--- config.mk ---
export PLATFORM = sky130hd
export DESIGN_NAME = div16_seq
export DESIGN_NICKNAME = d
export VERILOG_FILES = /design/src/rtl/div16_seq.sv
export SDC_FILE = /design/constraint.sdc
export NUM_CORES = 1
export LEC_CHECK = 0
export ABC_AREA = 1
export BUFFER_PORTS_ARGS = -buffer_cell sky130_fd_sc_hd__buf_2
export CAP_MARGIN = 25
export CORE_ASPECT_RATIO = 0.5
export CORE_UTILIZATION = 26
export DETAILED_ROUTE_END_ITERATION = 6
export PLACE_DENSITY = 0.43
export SYNTH_ARGS = -nofsm -noshare
export SYNTH_HDL_FRONTEND = slang
export SYNTH_SLANG_ARGS = --single-unit
--- constraint.sdc ---
create_clock -name clk -period 2.25 [get_ports clk]
set_input_delay 0 -clock clk [delete_from_list [all_inputs] [get_ports clk]]
set_output_delay 0 -clock clk [all_outputs]
set_load 0.02 [all_outputs]
--- src/rtl/div16_seq.sv ---
// rtl/div16_seq.sv - sequential 16-bit unsigned restoring divider, one quotient bit per cycle
// Optional build macro: DIV16_ZERO_SHORTCUT_EN (zero divisor goes straight IDLE -> DONE)
module div16_seq (
  input  logic        clk,
  input  logic        rst,
  input  logic        start,
  input  logic [15:0] dividend,
  input  logic [15:0] divisor_n,
  output logic        busy,
  output logic        done,
  output logic [15:0] quotient,
  output logic [15:0] remainder,
  output logic        div_zero
);

  typedef enum logic [1:0] {
    IDLE = 2'd0,
    RUN  = 2'd1,
    DONE = 2'd2
  } state_t;

  state_t      state, state_nxt;
  logic [16:0] r;
  logic [15:0] q;
  logic [15:0] d;
  logic [3:0]  count;
  logic        zero_flag;

  logic [16:0] s;
  logic [16:0] t;
  logic        ge;
  logic [16:0] r_nxt;
  logic [15:0] q_nxt;
  logic        start_zero;

  assign start_zero = (divisor_n == 16'hFFFF);

  // Trial subtraction S - D formed as S + ~D + 1, the way the upstream inverter feeds it
  always_comb begin
    s     = {r[15:0], q[15]};
    t     = s + {1'b1, ~d} + 17'd1;
    ge    = (s >= {1'b0, d});
    r_nxt = ge ? t : s;
    q_nxt = {q[14:0], ge};
  end

  // State register
  always_ff @(posedge clk) begin
    if (rst) state <= IDLE;
    else     state <= state_nxt;
  end

  // Next-state decode; a start is only honoured from IDLE
  always_comb begin
    state_nxt = state;
    case (state)
      IDLE: begin
        if (start) begin
`ifdef DIV16_ZERO_SHORTCUT_EN
          state_nxt = start_zero ? DONE : RUN;
`else
          state_nxt = RUN;
`endif
        end
      end
      RUN:     if (count == 4'd15) state_nxt = DONE;
      DONE:    state_nxt = IDLE;
      default: state_nxt = IDLE;
    endcase
  end

  // Status outputs decode straight from the state register, so no input reaches them combinationally
  always_comb begin
    busy = (state == RUN);
    done = (state == DONE);
  end

  // Datapath: operand capture, iteration, and result registers loaded only on the way into DONE
  always_ff @(posedge clk) begin
    if (rst) begin
      r         <= '0;
      q         <= '0;
      d         <= '0;
      count     <= '0;
      zero_flag <= 1'b0;
      quotient  <= '0;
      remainder <= '0;
      div_zero  <= 1'b0;
    end else begin
      case (state)
        IDLE: begin
          if (start) begin
            d         <= ~divisor_n;
            q         <= dividend;
            r         <= '0;
            count     <= '0;
            zero_flag <= start_zero;
`ifdef DIV16_ZERO_SHORTCUT_EN
            if (start_zero) begin
              quotient  <= 16'hFFFF;
              remainder <= dividend;
              div_zero  <= 1'b1;
            end
`endif
          end
        end
        RUN: begin
          r     <= r_nxt;
          q     <= q_nxt;
          count <= count + 4'd1;
          if (count == 4'd15) begin
            quotient  <= q_nxt;
            remainder <= r_nxt[15:0];
            div_zero  <= zero_flag;
          end
        end
        default: ;
      endcase
    end
  end

endmodule

Yosys cells after proc, flatten, opt, wreduce, memory -nomap -nowiden
Index checks and enable logic that the tools add are counted.

Register bits after elaboration: 88. Bits of input ports: 35. Output and inout port bits: 35. Word-level logic and storage cells: 37.

Add/sub/neg operators: 3. Order comparisons: 1. Equal/unequal tests: 6. Mux-type cells: 10. Bitwise logic cells: 2. Reductions and logical operators: 6.

Operators by type and width (count): $pmux W16 S2 (2); $mux W16 (3); $not A16 Y16 (2); $ge A17 B16 Y1 (1); $add A16 B1 Y16 const B (1); $add A16 B16 Y16 (1); $eq A16 B16 Y1 const B (1); $pmux W4 S2 (1); $reduce_and A2 Y1 (4); $add A4 B1 Y4 const B (1); $eq A4 B4 Y1 const B (1); $mux W2 (2); $mux W4 (1); $pmux W2 S2 (1); $eq A2 B1 Y1 const B (1); $eq A2 B2 Y1 const B (1); $logic_not A2 Y1 (1); $ne A2 B1 Y1 const B (1); $ne A2 B2 Y1 const B (1); $reduce_bool A2 Y1 (1).

Depth between registers and ports, before layout
Word-level depth: 5. Depth in mapped cells: 17. Gate-level depth less buffers: 17.

Worst setup path before layout
OpenSTA, ideal clock, no wires.

Kind: reg-to-reg. Start: reg q[15]. End: reg remainder[14]. Setup time: 109 ps. Arrival time: 1657 ps. Data required time: 2141 ps. Setup slack: 484 ps. Stages on the path, launching flop included: 17. Buffers on the path: 0. Period minus slack after synthesis: 1766 ps. Cells stage by stage: dfxtp_1 -> inv_1 -> ha_1 -> inv_1 -> fa_1 -> nand2_1 -> nand2_1 -> nand3_1 -> nand2_1 -> nand2_1 -> nand2_1 -> nand2_1 -> nand2_1 -> nand2_1 -> nand3_1 -> nand2_1 -> inv_1.

Word-level cells in the longest chain between the ends: 3. Elaborated cells on any way between the ends: 4. Those cells by class: add/sub: 2; order compare: 1; mux: 1.

RTL lines: start, declared (RTL line 24) `logic [15:0] q;`; start signal, assigned (RTL line 94) `q <= dividend;`; start signal, assigned (RTL line 109) `q <= q_nxt;`; $add A16 B16 Y16 (RTL line 41) `t = s + {1'b1, ~d} + 17'd1;`; $add A16 B1 Y16 (RTL line 41); $mux W16 * (RTL line 43) `r_nxt = ge ? t : s;`; end signal, assigned (RTL line 113) `remainder <= r_nxt[15:0];`; end, declared (RTL line 12) `output logic [15:0] remainder,`.

Mark *: on every way between the ends. The rest lies on a longest branch, timed or not. A chain may end at the register's enable or synchronous reset.

Final worst setup path
Start: reg d[2]. End: reg remainder[10].

Word-level cells in the longest chain between the ends: 4. Elaborated cells on any way between the ends: 5. Those cells by class: add/sub: 2; order compare: 1; mux: 1; bitwise: 1.

RTL lines: start, declared (RTL line 25) `logic [15:0] d;`; start signal, assigned (RTL line 93) `d <= ~divisor_n;`; $not A16 Y16 (RTL line 41); $add A16 B16 Y16 (RTL line 41); $add A16 B1 Y16 (RTL line 41); $mux W16 * (RTL line 43).

Marks and branches as above.

==> reports/metrics.cfg <==
[route]
wire_per_inst_um=13.76
ant_nets=0
drt_iter0_markers=166
viasPerCell=4.449
drc=0
drtPass1Iterations=4
finalWirelength_mm=14.47
vias=4680

[clocking]
cts_buffers=9
clock_latency_ps=350
htreeDepth=3
cts-root-buf=clkbuf_16
path_clk_slew_ps=70
cts_tree=yes
ctsLongestPathBuffers=2
numClockSinks=88

[global_routing]
grt_pass1_wl_mm=23.76
grtUsageTotal_pct=16.47
gr-total-overflow=0
grt_pass1_vias=4610
antenna_found_initial=0
grt_max_degree=46

[pwr]
power_density_nw_per_um2=1057
p_leak_nw=3.031
power_frac_comb_pct=47.5
switching_share_pct=42.82
internal_power_mw=3.656
clockPowerShare_pct=24.3
power_mw=6.394
seq_power_share_pct=28.2
ir_drop_v=0.0005632
power.switching_mw=2.738

[synth]
synthArstFlopShare_pct=0
ys_seq_area_share_pct=37.34
yosys.area.top_type=dfxtp_1
synth_area_per_cell_um2=6.702
synth_area_leaders=dfxtp_1, nand2_1, inv_1
ys_warn_count=0
synth-seq-cells=88
synth_edf_count=0
synthCells=704
synthesis.nets=757
synthesis.area_um2=4718
yosysTopAreaCellShare_pct=37.34
yosys_most_used_dff=dfxtp_1
synth_cell_types=41

[floorplanning]
dieArea_um2=18720
die_w_um=192.5
io_pins=70
initial_utilization_pct=26.86
rows=34
die_y_um=97.26
coreArea_um2=17570

[hold_path]
hold_end=q[10]$_SDFFE_PP0P_
hold_depth=2
min_path_type=input port to flip-flop
worstHoldStart=rst

[placed_design]
hpwl_mm=10.69
portBuffers=69
gp_congestion=0.8847
pre_cts_slack_ps=71.13
dpl_cell_area_um2=5353
dp.cells=996

[final_layout]
areaGrowthSynthToFinish_pct=28.24
finalNetCount=866
final_area_um2=6051
fillers=1917
stdcell_count=1052
insertedDiodeCount=0
multiInputGateArea_um2=2439
drive_gt1_share_pct=17.36
layout.area.seq_um2=1762

[run]
maxCapViolations=0

[worst_setup_path]
critPathLaunchType=flip-flop
r2r_cells=14
critPathKind=flip-flop to flip-flop
crit_fanout=21
ff2ff_setup_slack_ps=190
required_ps=2510
reg2reg_to=remainder[10]$_SDFFE_PP0P_
r2r-start=d[2]$_SDFFE_PP0P_
cp.arrival_ps=2320
crit_path_end_kind=flip-flop

[timing]
hold_violations=0
fin_skew_ps=10.14
worst-slew-pin-transition_ps=887.8
tns_ps=0
min_period_ps=2060
slew_violations=0
clock.fmax_mhz=485.3
rsz0062_at_grt=false
setup_slack_ps=189.6
slew_headroom_pct=40.75
setup_viol=0
fin_crit_sh_pct=91.57

[status]
status=completed

[cells by family (layout without fill, tap and decap cells)]
group,after synthesis,after routing,synth area share [%]
AO/OA/AOI/OAI,90,90,10.61
buffers and inverters,124,238,11.14
AND/OR/NAND/NOR,378,378,34.87
adder cells (fa/ha/maj),18,18,4.932
XOR/XNOR,6,6,1.114
flip-flops,88,88,37.34
[placed cells by master (no fill, tap or decap), types with 6 or more instances in the layout]
cell type      netlist  final
a21oi_1             39     39
a22oi_1              8      8
buf_2                5     69
buf_4                3     17
clkbuf_16            0      9
dfxtp_1             88     88
dlygate4sd3_1        0     36
ha_1                17     17
inv_1               90     88
inv_2                7      8
nand2_1            230    228
nand2_2              6      8
nand3_1             56     56
nand3_2              9      9
nand4_1              8      8
nor2_1              52     52
nor2_2               6      6
o21ai_0             23     23
o21ai_1              7      7
xor2_1               6      6
[worst max-delay path, cell delays in order (launching register included)]
cell and delay, ps:
dfxtp_1 330, inv_1 80, ha_1 410, nand2_1 200, nor3_4 200, nand3_2 90
nand2_1 70, nor2_2 60, nand2_2 80, buf_12 150, nand2_1 60, nand2_1 80
nand2_1 50, nand2_1 50, inv_1 30
[sequential cells by signal, summed over array words and instances, names as in the netlist]
register   flops
div_zero       1
quotient      16
remainder     16
state          2
q             16
zero_flag      1
r             16
count          4
d             16
[power by group through the flow]
stage	registers (mW)	clock network [mW]	logic, mW
after floorplan	1.80	0	2.28
after global placement	1.84	0	2.98
after detailed placement	1.84	0	2.99
after CTS	1.80	1.59	3.04
after global routing	1.82	1.66	3.46
final	1.80	1.55	3.04
[Yosys cell counts (8+ instances only)]
cell type and count:
a21oi_1 39, a22oi_1 8, clkbuf_1 11, dfxtp_1 88, ha_1 17, inv_1 90, nand2_1 230, nand3_1 56
nand3_2 9, nand4_1 8, nor2_1 52, o21ai_0 23
[through the flow]
step                      utilization [%]  hold slack, ps
final                               34.44           15.42
after global routing                34.44           25.39
after CTS                           34.20           4.438
after detailed placement            30.47           198.9
after global placement              30.47           193.0
after floorplan                         -           89.96
[worst max-delay path by stage]
stage	slack, ps	start	end	cells after the start
floorplan	480	q[15]$_SDFFE_PP0P_	remainder[14]$_SDFFE_PP0P_	16
global placement	70	d[0]$_SDFFE_PP0P_	remainder[14]$_SDFFE_PP0P_	15
detailed placement	70	q[15]$_SDFFE_PP0P_	remainder[14]$_SDFFE_PP0P_	16
CTS	50	q[15]$_SDFFE_PP0P_	remainder[14]$_SDFFE_PP0P_	16
global route	20	d[2]$_SDFFE_PP0P_	remainder[10]$_SDFFE_PP0P_	14
finish	190	d[2]$_SDFFE_PP0P_	remainder[10]$_SDFFE_PP0P_	14
[metal layers]
layer / track usage (%) / vias up / wire [um]
met3: 3.792 / 23 / 559
li1: - / 2448 / -
met4: 5.875 / 0 / 352
met2: 25.79 / 78 / 6247
met5: 0 / - / 0
met1: 22.00 / 2131 / 7314
[what timing repair did]
action,4_1_cts,5_1_grt
gates resized for setup,0,5
setup endpoints to repair,0,7
endpoints found under the hold margin,33,0
hold buffers,36,0
setup buffers,0,4
[final cells by class]
cell class / instances / share of cell area, %
flip-flops and latches: 88 / 29.11
inverters: 97 / 6.079
repair buffers: 125 / 14.76
multi-input cells: 492 / 40.30
clock inverters: 6 / 1.117
well taps: 234 / 4.839
clock buffers: 10 / 3.784
Note: power is estimated with default switching activity, not from simulation.
